File: config.mk
export PLATFORM = sky130hd
export DESIGN_NAME = traffic_light_scheduler_flat
export DESIGN_NICKNAME = d
export VERILOG_FILES = /design/src/rtl/traffic_light_scheduler_pkg.sv /design/src/rtl/traffic_light_scheduler_if.sv /design/src/rtl/traffic_light_scheduler_tick_edge_timer.sv /design/src/rtl/traffic_light_scheduler.sv /design/src/flat_wrapper.sv
export SDC_FILE = /design/constraint.sdc
export NUM_CORES = 1
export LEC_CHECK = 0
export ABC_AREA = 1
export CORE_MARGIN = 3
export CORE_UTILIZATION = 25
export DETAILED_ROUTE_END_ITERATION = 10
export GPL_TIMING_DRIVEN = 0
export SETUP_SLACK_MARGIN = 0.02
export SLEW_MARGIN = 15
export SYNTH_ARGS = -nofsm -noshare
export SYNTH_HDL_FRONTEND = slang
export SYNTH_SLANG_ARGS = --single-unit
File: constraint.sdc
create_clock -name dclk -period 1.5 [get_ports dclk]
set_input_delay 0.375 -clock dclk [delete_from_list [all_inputs] [get_ports dclk]]
set_output_delay 0.375 -clock dclk [all_outputs]
set_load 0.02 [all_outputs]
File: src/rtl/traffic_light_scheduler_pkg.sv
// Shared traffic-light definitions: phase encodings, light indices, colour levels.
// Optional pedestrian phase enabled by defining PED_WALK_EN.
package traffic_pkg;

  typedef enum logic [2:0] {
    CLR_NS   = 3'd0,
    NS_GREEN = 3'd1,
    CLR_EW   = 3'd2,
`ifdef PED_WALK_EN
    EW_GREEN = 3'd3,
    WALK     = 3'd4
`else
    EW_GREEN = 3'd3
`endif
  } phase_e;

  localparam int unsigned LT_TOP   = 0;
  localparam int unsigned LT_RIGHT = 1;
  localparam int unsigned LT_DOWN  = 2;
  localparam int unsigned LT_LEFT  = 3;

  localparam logic GREEN = 1'b1;
  localparam logic RED   = 1'b0;

  // Light pattern shown while in a given phase; everything not green is red.
  function automatic logic [3:0] lights_for(input phase_e ph);
    logic [3:0] l;
    l = {4{RED}};
    case (ph)
      NS_GREEN: begin
        l[LT_TOP]  = GREEN;
        l[LT_DOWN] = GREEN;
      end
      EW_GREEN: begin
        l[LT_RIGHT] = GREEN;
        l[LT_LEFT]  = GREEN;
      end
      default: l = {4{RED}};
    endcase
    return l;
  endfunction

endpackage

File: src/rtl/traffic_light_scheduler_if.sv
// Sensor/light bundle between the scheduler and its environment.
// ped_req/walk exist only when PED_WALK_EN is defined.
interface traffic_light_scheduler_if;
  logic [3:0] car_sense;
  logic       traffic0_color;
  logic       traffic1_color;
  logic       traffic2_color;
  logic       traffic3_color;
  logic [2:0] phase;
`ifdef PED_WALK_EN
  logic       ped_req;
  logic       walk;

  modport master (output car_sense, ped_req,
                  input  traffic0_color, traffic1_color, traffic2_color, traffic3_color,
                         phase, walk);
  modport slave  (input  car_sense, ped_req,
                  output traffic0_color, traffic1_color, traffic2_color, traffic3_color,
                         phase, walk);
`else
  modport master (output car_sense,
                  input  traffic0_color, traffic1_color, traffic2_color, traffic3_color,
                         phase);
  modport slave  (input  car_sense,
                  output traffic0_color, traffic1_color, traffic2_color, traffic3_color,
                         phase);
`endif
endinterface

File: src/rtl/traffic_light_scheduler_tick_edge_timer.sv
// Slow-tick rising-edge detector plus saturating tick counter with synchronous clear.
module tick_edge_timer #(
  parameter int unsigned CNT_W = 5
) (
  input  logic             clk_i,
  input  logic             rst_i,
  input  logic             tick_i,
  input  logic             clr_i,
  output logic             tick_p_o,
  output logic [CNT_W-1:0] cnt_o
);

  logic             tick_q;
  logic [CNT_W-1:0] cnt_q;
  logic [CNT_W-1:0] cnt_d;

  assign tick_p_o = tick_i & ~tick_q;
  assign cnt_o    = cnt_q;

  // Clear has priority; otherwise count ticks, holding at all-ones.
  always_comb begin
    cnt_d = cnt_q;
    if (clr_i) begin
      cnt_d = '0;
    end else if (tick_p_o && (cnt_q != '1)) begin
      cnt_d = cnt_q + 1'b1;
    end
  end

  // Tick history and counter registers.
  always_ff @(posedge clk_i or posedge rst_i) begin
    if (rst_i) begin
      tick_q <= 1'b0;
      cnt_q  <= '0;
    end else begin
      tick_q <= tick_i;
      cnt_q  <= cnt_d;
    end
  end

endmodule

File: src/rtl/traffic_light_scheduler.sv
// Four-way intersection scheduler: NS/EW right-of-way with all-red clearance,
// sensor-latched requests, min/max green timing in slow ticks.
// Optional pedestrian WALK phase enabled by defining PED_WALK_EN.
module traffic_light_scheduler
  import traffic_pkg::*;
#(
  parameter int unsigned MIN_GREEN   = 5,
  parameter int unsigned MAX_GREEN   = 15,
  parameter int unsigned CLEAR_TICKS = 2,
  parameter int unsigned WALK_TICKS  = 6,
  parameter int unsigned CNT_W       = 5
) (
  input  logic                      dclk,
  input  logic                      clr,
  input  logic                      tick,
  traffic_light_scheduler_if.slave  tl
);

  if ((MAX_GREEN >= 2**CNT_W) || (WALK_TICKS >= 2**CNT_W)) begin : g_bad_cfg
    $error("traffic_light_scheduler: MAX_GREEN and WALK_TICKS must be below 2**CNT_W");
  end

  localparam logic [CNT_W-1:0] MIN_LAST = CNT_W'(MIN_GREEN - 1);
  localparam logic [CNT_W-1:0] MAX_LAST = CNT_W'(MAX_GREEN - 1);
  localparam logic [CNT_W-1:0] CLR_LAST = CNT_W'(CLEAR_TICKS - 1);

  phase_e           state_q, state_d;
  logic             tick_p;
  logic [CNT_W-1:0] cnt;
  logic             entering;
  logic             ns_req_q, ns_req_d;
  logic             ew_req_q, ew_req_d;
  logic             ns_end, ew_end;
  logic [3:0]       lights_q;

  tick_edge_timer #(.CNT_W(CNT_W)) u_timer (
    .clk_i    (dclk),
    .rst_i    (clr),
    .tick_i   (tick),
    .clr_i    (entering),
    .tick_p_o (tick_p),
    .cnt_o    (cnt)
  );

  assign entering = (state_d != state_q);

`ifdef PED_WALK_EN
  localparam logic [CNT_W-1:0] WALK_LAST = CNT_W'(WALK_TICKS - 1);

  logic ped_pend_q, ped_pend_d;
  logic last_ew_q, last_ew_d;
  logic walk_q;

  // A pending pedestrian can end a green on its own once minimum green is served.
  assign ns_end = (ew_req_q && (((cnt >= MIN_LAST) && !ns_req_q) || (cnt >= MAX_LAST)))
               || (ped_pend_q && (cnt >= MIN_LAST));
  assign ew_end = (ns_req_q && (((cnt >= MIN_LAST) && !ew_req_q) || (cnt >= MAX_LAST)))
               || (ped_pend_q && (cnt >= MIN_LAST));
`else
  // A green only yields to a cross request: after minimum green if own axis is idle, else at maximum.
  assign ns_end = ew_req_q && (((cnt >= MIN_LAST) && !ns_req_q) || (cnt >= MAX_LAST));
  assign ew_end = ns_req_q && (((cnt >= MIN_LAST) && !ew_req_q) || (cnt >= MAX_LAST));
`endif

  // Next-state selection; all transitions happen only on a tick edge.
  always_comb begin
    state_d = state_q;
    if (tick_p) begin
      case (state_q)
        CLR_NS:   if (cnt == CLR_LAST) state_d = NS_GREEN;
        CLR_EW:   if (cnt == CLR_LAST) state_d = EW_GREEN;
`ifdef PED_WALK_EN
        NS_GREEN: if (ns_end) state_d = ped_pend_q ? WALK : CLR_EW;
        EW_GREEN: if (ew_end) state_d = ped_pend_q ? WALK : CLR_NS;
        WALK:     if (cnt == WALK_LAST) state_d = last_ew_q ? CLR_NS : CLR_EW;
`else
        NS_GREEN: if (ns_end) state_d = CLR_EW;
        EW_GREEN: if (ew_end) state_d = CLR_NS;
`endif
        default:  state_d = CLR_NS;
      endcase
    end
  end

  // Request latches: the grant edge of an axis clears it, beating a same-cycle set.
  always_comb begin
    ns_req_d = ns_req_q | tl.car_sense[LT_TOP] | tl.car_sense[LT_DOWN];
    ew_req_d = ew_req_q | tl.car_sense[LT_RIGHT] | tl.car_sense[LT_LEFT];
    if (entering && (state_d == NS_GREEN)) ns_req_d = 1'b0;
    if (entering && (state_d == EW_GREEN)) ew_req_d = 1'b0;
  end

  // State, request and registered light outputs.
  always_ff @(posedge dclk or posedge clr) begin
    if (clr) begin
      state_q  <= CLR_NS;
      ns_req_q <= 1'b0;
      ew_req_q <= 1'b0;
      lights_q <= '0;
    end else begin
      state_q  <= state_d;
      ns_req_q <= ns_req_d;
      ew_req_q <= ew_req_d;
      lights_q <= lights_for(state_d);
    end
  end

`ifdef PED_WALK_EN
  // Pedestrian latch, cleared on WALK entry; remember which axis was last green.
  always_comb begin
    ped_pend_d = ped_pend_q | tl.ped_req;
    if (entering && (state_d == WALK)) ped_pend_d = 1'b0;
    last_ew_d = last_ew_q;
    if (state_q == NS_GREEN) last_ew_d = 1'b0;
    if (state_q == EW_GREEN) last_ew_d = 1'b1;
  end

  // Pedestrian state and registered walk indication.
  always_ff @(posedge dclk or posedge clr) begin
    if (clr) begin
      ped_pend_q <= 1'b0;
      last_ew_q  <= 1'b0;
      walk_q     <= 1'b0;
    end else begin
      ped_pend_q <= ped_pend_d;
      last_ew_q  <= last_ew_d;
      walk_q     <= (state_d == WALK);
    end
  end

  assign tl.walk = walk_q;
`endif

  assign tl.traffic0_color = lights_q[LT_TOP];
  assign tl.traffic1_color = lights_q[LT_RIGHT];
  assign tl.traffic2_color = lights_q[LT_DOWN];
  assign tl.traffic3_color = lights_q[LT_LEFT];
  assign tl.phase          = state_q;

endmodule

File: src/flat_wrapper.sv
// flat-port wrapper written by rule: the top's interface ports become plain ports
module traffic_light_scheduler_flat import traffic_pkg::*;
#(
  parameter int unsigned MIN_GREEN   = 5,
  parameter int unsigned MAX_GREEN   = 15,
  parameter int unsigned CLEAR_TICKS = 2,
  parameter int unsigned WALK_TICKS  = 6,
  parameter int unsigned CNT_W       = 5
)
  (dclk, clr, tick, tl_car_sense, tl_traffic0_color, tl_traffic1_color, tl_traffic2_color, tl_traffic3_color, tl_phase);
  traffic_light_scheduler_if tl_i ();
  input  logic dclk;
  input  logic clr;
  input  logic tick;
  input wire logic [$bits(tl_i.car_sense)-1:0] tl_car_sense;
  output wire logic [$bits(tl_i.traffic0_color)-1:0] tl_traffic0_color;
  output wire logic [$bits(tl_i.traffic1_color)-1:0] tl_traffic1_color;
  output wire logic [$bits(tl_i.traffic2_color)-1:0] tl_traffic2_color;
  output wire logic [$bits(tl_i.traffic3_color)-1:0] tl_traffic3_color;
  output wire logic [$bits(tl_i.phase)-1:0] tl_phase;
  assign tl_i.car_sense = tl_car_sense;
  assign tl_traffic0_color = tl_i.traffic0_color;
  assign tl_traffic1_color = tl_i.traffic1_color;
  assign tl_traffic2_color = tl_i.traffic2_color;
  assign tl_traffic3_color = tl_i.traffic3_color;
  assign tl_phase = tl_i.phase;
  traffic_light_scheduler #(.MIN_GREEN(MIN_GREEN), .MAX_GREEN(MAX_GREEN), .CLEAR_TICKS(CLEAR_TICKS), .WALK_TICKS(WALK_TICKS), .CNT_W(CNT_W)) u_core (.dclk(dclk), .clr(clr), .tick(tick), .tl(tl_i));
endmodule
==> flow_metrics.py, run 1 <==
metrics = {
    "status": {
        "outcome": "finished clean",
    },
    "power": {
        "power_mw": 1.998,
        "power.density_mw_per_mm2": 1597,
        "irDropWorstVdd_mv": 0.8411,
        "power.leakage_nw": 0.5644,
    },
    "timing": {
        "finClkSkew_ps": 1.880,
        "hold_viol_final": 0,
        "finalSetupViolations": 0,
        "max_freq_mhz": 666.8,
        "worst_slack_ps": 0.4038,
        "period_needed_ps": 1500,
        "min_period_over_period_pct": 99.97,
        "maxSlewHeadroom_pct": 65.58,
        "worst_pin_slew_ps": 515.7,
        "drv_slew": 0,
        "rsz0062_at_grt": "true",
    },
    "die": {
        "rows": 19,
        "initial_core_util_pct": 27.23,
        "die_y_um": 61.98,
        "die_area_sq_mm": 0.003841,
        "num_io_pins": 14,
        "die_x_um": 61.98,
        "coreArea_sq_mm": 0.002877,
    },
    "place": {
        "portBuffers": 13,
        "gp_congestion": 0.7911,
        "dp_hpwl_um": 1235,
        "dp_cells": 145,
        "pre_cts_ws_ps": -490.8,
    },
    "route": {
        "finalWirelength_um": 1908,
        "dr.pass1.iters": 4,
        "wl_met3_um": 102,
        "vias_per_cell": 4.346,
        "dr_wl_met2_um": 932,
        "post_drt_wl_per_cell_um": 11.78,
        "vias": 704,
        "wl_met1_um": 853,
        "dr.max_layer_used": "met4",
        "ant_nets": 0,
        "drc_errors": 0,
        "drtIter0Drc": 12,
    },
    "yosys": {
        "synth_top_family_by_area": "simple AND/OR/NAND/NOR gates",
        "ys_ff_latch": 13,
        "yosys_warnings": 0,
        "syn_area_sq_um": 783.3,
        "synth_cell_types": 24,
        "synth_edf_count": 0,
        "synth_fp_nets": 101,
        "muxShareOfSynthArea_pct": 0,
        "syn-mean-instance-area_sq_um": 8.703,
        "ys_seq_area_share_pct": 41.53,
        "syn_inst": 90,
        "synth_xor_area_share_pct": 3.355,
        "synth-simple-area-share_pct": 31.15,
        "synth_ff_type": "dfrtp_1",
        "synth_fa_ha_area_share_pct": 6.390,
        "async_flop_share_pct": 100.0,
        "synth_compound_area_share_pct": 8.147,
    },
    "cells_and_area": {
        "seqCellArea_sq_um": 330.3,
        "multiInputGateArea_sq_um": 541.8,
        "area_delta_synth_final_pct": 59.74,
        "nets": 132,
        "diodes": 0,
        "n_fill_cell": 297,
        "layout.cells.non_filler": 162,
        "drive_above_1_share_pct": 57.50,
        "fin_util_pct": 43.50,
    },
    "cts": {
        "clkSlewWorstSetupHoldPaths_ps": 80,
        "clock_latency_ps": 280,
        "h-tree-depth": 1,
        "cts_tree": "done",
        "cts-buffers-inserted": 3,
        "cts-root-buf": "clkbuf_4",
        "cts_sinks": 13,
        "cts_hold_buf": 0,
        "clk_path_buf_depth": 2,
    },
    "grt": {
        "grt.total_usage_pct": 11.17,
        "grt_pass1_wl_um": 3063,
        "antenna_found_initial": 0,
        "overflow": 0,
        "grt_pass1_vias": 673,
        "grt_max_degree": 14,
    },
    "hold_path": {
        "hold_class": "input port to flip-flop",
    },
    "setup_path": {
        "crit_slowest_cell": "dfrtp_2",
        "critPathRequiredTime_ps": 1670,
        "setup.worst_path.end_class": "flip-flop",
        "startpoint_type": "flip-flop",
        "slowest_delay_ps": 460,
        "cp_max_fo": 5,
        "worstSetupPathType": "flip-flop to flip-flop",
        "path_cells": "o21bai_2, nand3_4, nand2_2, nand2_2, nand3_4, nand3b_1, nor2_2, a21oi_2",
        "arrival_ps": 1670,
    },
    "flow_run": {
        "max_cap_viol_count": 0,
    },
}
==> report_power, final <==
group | switching (mW) | internal, mW
Combinational | 0.687 | 0.499
Sequential | 0.122 | 0.468
Clock | 0.119 | 0.103
Total | 0.928 | 1.07
==> synth_stat cells, types with 2 or more instances <==
cell	instances	area, sq um
xor2_1	3	26.28
o21ai_1	3	15.01
nand3_2	3	30.03
nand2_2	4	25.02
nor2_2	5	31.28
o21ai_0	3	15.01
nand3_1	7	35.03
ha_1	4	50.05
a21oi_2	3	26.28
dfrtp_1	13	325.3
inv_1	13	48.80
buf_4	2	15.01
nor2_1	5	18.77
nand2_1	9	33.78
nor3_1	4	20.02
==> flip-flops by register name, indices dropped and copies added, names as in the netlist <==
signal / count
u_core.tl.phase: 3
u_core.lights_q: 2
u_core.ew_req_q: 1
u_core.u_timer.tick_q: 1
u_core.ns_req_q: 1
u_core.u_timer.cnt_o: 5
==> kinds of logic (layout without fill, tap and decap cells) <==
kind of cell | count (synthesis) | after routing
AO/OA/AOI/OAI | 10 | 10
XOR/XNOR | 3 | 3
adder cells (fa/ha/maj) | 4 | 4
buffers and inverters | 17 | 47
flip-flops | 13 | 13
AND/OR/NAND/NOR | 43 | 43
==> per-layer routing <==
metal	global-route usage (%)	vias to the layer above
met5	0	-
met4	1.818	0
met3	4.545	2
met2	18.05	18
met1	14.21	336
li1	-	348
==> area by class of cell <==
class,count,share of cell area [%]
buffer,2,1.200
clock buffer,4,2.100
inverter,15,4.900
multi-input combinational,60,43.30
sequential,13,26.40
tap,42,4.200
timing repair buffer,26,17.90
==> worst max-delay path, delay by kind of cell, from the launching register on <==
| kind | cells | cell delay [ps] |
|---|---|---|
| AO/OA/AOI/OAI | 2 | 260 |
| flip-flops | 1 | 460 |
| AND/OR/NAND/NOR | 6 | 650 |
==> path summary, 6_finish.rpt <==
kind	start	to	cells past startpoint	slack (ps)
max	u_core.u_timer.cnt_o[2]	u_core.ns_req_q	8	0.4
min	tick	u_core.u_timer.tick_q	1	370
max reg2reg	u_core.u_timer.cnt_o[2]	u_core.ns_req_q	8	0.4
min reg2reg	u_core.ns_req_q	u_core.ns_req_q	2	590
max in group asynchronous	clr	u_core.tl.phase[1]	2	710
min in group asynchronous	clr	u_core.u_timer.cnt_o[4]	2	420
==> repair_timing <==
action | 4_1_cts | 5_1_grt
buffers inserted | 11 | 2
gates resized for setup | 29 | 25
pin swaps | 15 | 3
setup endpoints to repair | 16 | 11
==> stage by stage <==
stage          hold WS, ps  setup TNS [ps]  cell area, sq um
6_report             365.3               0              1251
5_1_grt              350.5          -602.1              1251
4_1_cts              355.5          -12.00              1145
3_5_place_dp         558.4           -4027             992.2
3_3_place_gp         541.2           -3906             992.2
2_1_floorplan        252.0               0             809.5
==> layout by cell type (no fill, tap or decap), types with 2 or more instances in the layout <==
cell / instances
buf_6: 4
buf_4: 12
clkbuf_4: 3
ha_4: 2
nor3_1: 2
dfrtp_1: 9
inv_4: 2
a21oi_2: 2
inv_2: 3
nor2_2: 7
clkdlybuf4s50_1: 5
nand3_1: 2
dlygate4sd2_1: 5
nand3_2: 4
clkbuf_2: 2
o21ai_2: 3
xor2_1: 3
nand2_4: 2
nand2_1: 6
inv_1: 10
nand2_2: 6
nor2_4: 3
dfrtp_2: 4
o21ai_1: 2
nand3_4: 4
No activity file was read; power rests on OpenSTA's default activity.
==> inputs of run 2 (changes only) <==
--- a/config.mk
+++ b/config.mk
@@ -8,6 +8,7 @@
 export ABC_AREA = 1
 export CORE_MARGIN = 3
 export CORE_UTILIZATION = 25
+export CTS_CLUSTER_SIZE = 28
 export DETAILED_ROUTE_END_ITERATION = 10
 export GPL_TIMING_DRIVEN = 0
 export SETUP_SLACK_MARGIN = 0.02
==> results of run 2 <==
No change in the layout: final DEF, timing and power equal those of run 1.
==> inputs of run 3 (changes only) <==
--- a/config.mk
+++ b/config.mk
@@ -6,11 +6,12 @@
 export NUM_CORES = 1
 export LEC_CHECK = 0
 export ABC_AREA = 1
-export CORE_MARGIN = 3
-export CORE_UTILIZATION = 25
+export CORE_MARGIN = 1
+export CORE_UTILIZATION = 45
 export CTS_CLUSTER_SIZE = 28
 export DETAILED_ROUTE_END_ITERATION = 10
 export GPL_TIMING_DRIVEN = 0
+export PLACE_DENSITY = 0.73
 export SETUP_SLACK_MARGIN = 0.02
 export SLEW_MARGIN = 15
 export SYNTH_ARGS = -nofsm -noshare
==> run 3 against run 2 <==
Net effect: the flow now finishes with violations (setup timing); critical path type unchanged; largest power group unchanged; sequential share of layout area up 2.8 points; first-iteration DRC count down 25%; highest routed layer unchanged; critical endpoint is now u_core.u_timer.cnt_o[3]; worst setup slack worse by 110 ps.
==> flow_metrics.py, run 3 (synthesis gave the netlist of run 1 again) <==
metrics = {
    "status": {
        "outcome": "complete, but fails checks",
        "violations": "setup timing",
    },
    "die": {
        "coreArea_sq_mm": 0.001559,
        "die_area_sq_mm": 0.001911,
        "initial_core_util_pct": 50.24,
        "num_io_pins": 14,
        "rows": 14,
        "die_x_um": 43.72,
        "die_y_um": 43.72,
    },
    "setup_path": {
        "worst_path_most_repeated_cell": "ha_4",
        "path_cells": "ha_4, and3_4, ha_4, nor2_4, nand4_1, xor2_1, nor2_2",
        "startpoint_type": "flip-flop",
        "arrival_ps": 1780,
        "critPathRequiredTime_ps": 1670,
        "worstSetupPathType": "flip-flop to flip-flop",
        "setup.worst_path.end_class": "flip-flop",
        "slowest_delay_ps": 440,
        "cp_max_fo": 3,
        "crit_slowest_cell": "dfrtp_1",
    },
    "grt": {
        "grt_pass1_wl_um": 2884,
        "grt.total_usage_pct": 21.24,
        "overflow": 0,
        "grt_max_degree": 14,
        "antenna_found_initial": 0,
        "grt_pass1_vias": 673,
    },
    "cells_and_area": {
        "drive_above_1_share_pct": 48.28,
        "final_common_cell": "buf_4",
        "nets": 128,
        "final_area_sq_mm": 0.001127,
        "largest_register_ffs": 5,
        "fin_util_pct": 72.31,
        "diodes": 0,
        "area_delta_synth_final_pct": 43.93,
        "multiInputGateArea_sq_um": 484.2,
        "n_fill_cell": 125,
        "seqCellArea_sq_um": 329.1,
        "layout_common_cells": "buf_4 (11), dfrtp_1 (10), inv_1 (9)",
    },
    "route": {
        "vias": 689,
        "finalWirelength_um": 1853,
        "dr.pass1.iters": 4,
        "drc_errors": 0,
        "drtIter0Drc": 9,
        "ant_nets": 0,
        "vias_per_cell": 5.220,
        "post_drt_wl_per_cell_um": 14.04,
    },
    "place": {
        "dp_hpwl_um": 1109,
        "gp_congestion": 0.7728,
        "dpl_cell_area_sq_um": 959.7,
        "pre_cts_ws_ps": -454.3,
        "portBuffers": 13,
    },
    "timing": {
        "worst_pin_slew_ps": 497.9,
        "min_period_over_period_pct": 107.4,
        "max_freq_mhz": 620.6,
        "finClkSkew_ps": 7.662,
        "drv_slew": 0,
        "worst_slack_ps": -111.4,
        "period_needed_ps": 1611,
        "rsz0062_at_grt": "true",
        "maxSlewHeadroom_pct": 66.77,
        "hold_viol_final": 0,
        "whs_ps": 350.6,
        "finalSetupViolations": 7,
    },
    "cts": {
        "cts_sinks": 13,
        "h-tree-depth": 1,
        "clk_path_buf_depth": 2,
        "clkSlewWorstSetupHoldPaths_ps": 80,
        "cts_tree": "done",
        "cts-buffers-inserted": 3,
        "cts-root-buf": "clkbuf_4",
        "clock_latency_ps": 280,
    },
    "flow_run": {
        "max_cap_viol_count": 0,
    },
    "hold_path": {
        "hold_class": "input port to flip-flop",
    },
    "power": {
        "power.density_mw_per_mm2": 1678,
        "power.leakage_nw": 0.5267,
        "irDropWorstVdd_mv": 0.9287,
    },
}
==> run 3: where the power goes <==
part	switching, mW	internal, mW
clock network	0.115	0.103
logic	0.633	0.459
registers	0.115	0.466
==> run 3: metal layers <==
metal	vias up	part of all wire, %	GRT usage, %
met5	-	0	0
met4	0	1.1	8.125
met3	5	3.9	7.500
met2	15	55	36.72
met1	330	40	23.75
li1	339	-	-
==> run 3: final cells by class <==
type	count	share of cell area, %
timing repair buffer	22	16.98
tap	16	1.776
sequential	13	29.19
buffer	2	1.332
clock buffer	4	2.331
inverter	15	5.438
multi-input combinational	60	42.95
==> run 3: final timing paths <==
path / from / end / slack [ps] / depth (start not counted)
worst max-delay path: u_core.u_timer.cnt_o[1] / u_core.u_timer.cnt_o[3] / -110 / 7
worst min-delay path: tick / u_core.u_timer.tick_q / 350 / 1
worst max register to register: u_core.u_timer.cnt_o[1] / u_core.u_timer.cnt_o[3] / -110 / 7
worst min register to register: u_core.ns_req_q / u_core.ns_req_q / 550 / 2
max in group asynchronous: clr / u_core.u_timer.cnt_o[0] / 720 / 2
min in group asynchronous: clr / u_core.u_timer.cnt_o[4] / 410 / 2
==> run 3: what timing repair did <==
action | CTS | global route
pin swaps | 9 | 10
resized for setup | 24 | 12
hold buffers | 0 | 0
endpoints found under the setup margin | 16 | 10
buffers inserted | 4 | 5
==> run 3: worst max-delay path: cells and delay by family, from the launching register on <==
family | cells | cell delay (ps)
fa+ha+maj | 2 | 340
simple gates | 4 | 490
flops | 1 | 440
xor+xnor | 1 | 240
==> run 3: per-stage QoR <==
stage,setup TNS [ps],power (mW),cells
detailed placement,-3726,1.476,119
CTS,-12.54,1.741,127
global placement,-3745,1.457,119
floorplan,0,1.197,90
finish,-450.7,1.891,132
global route,-1051,2.018,132
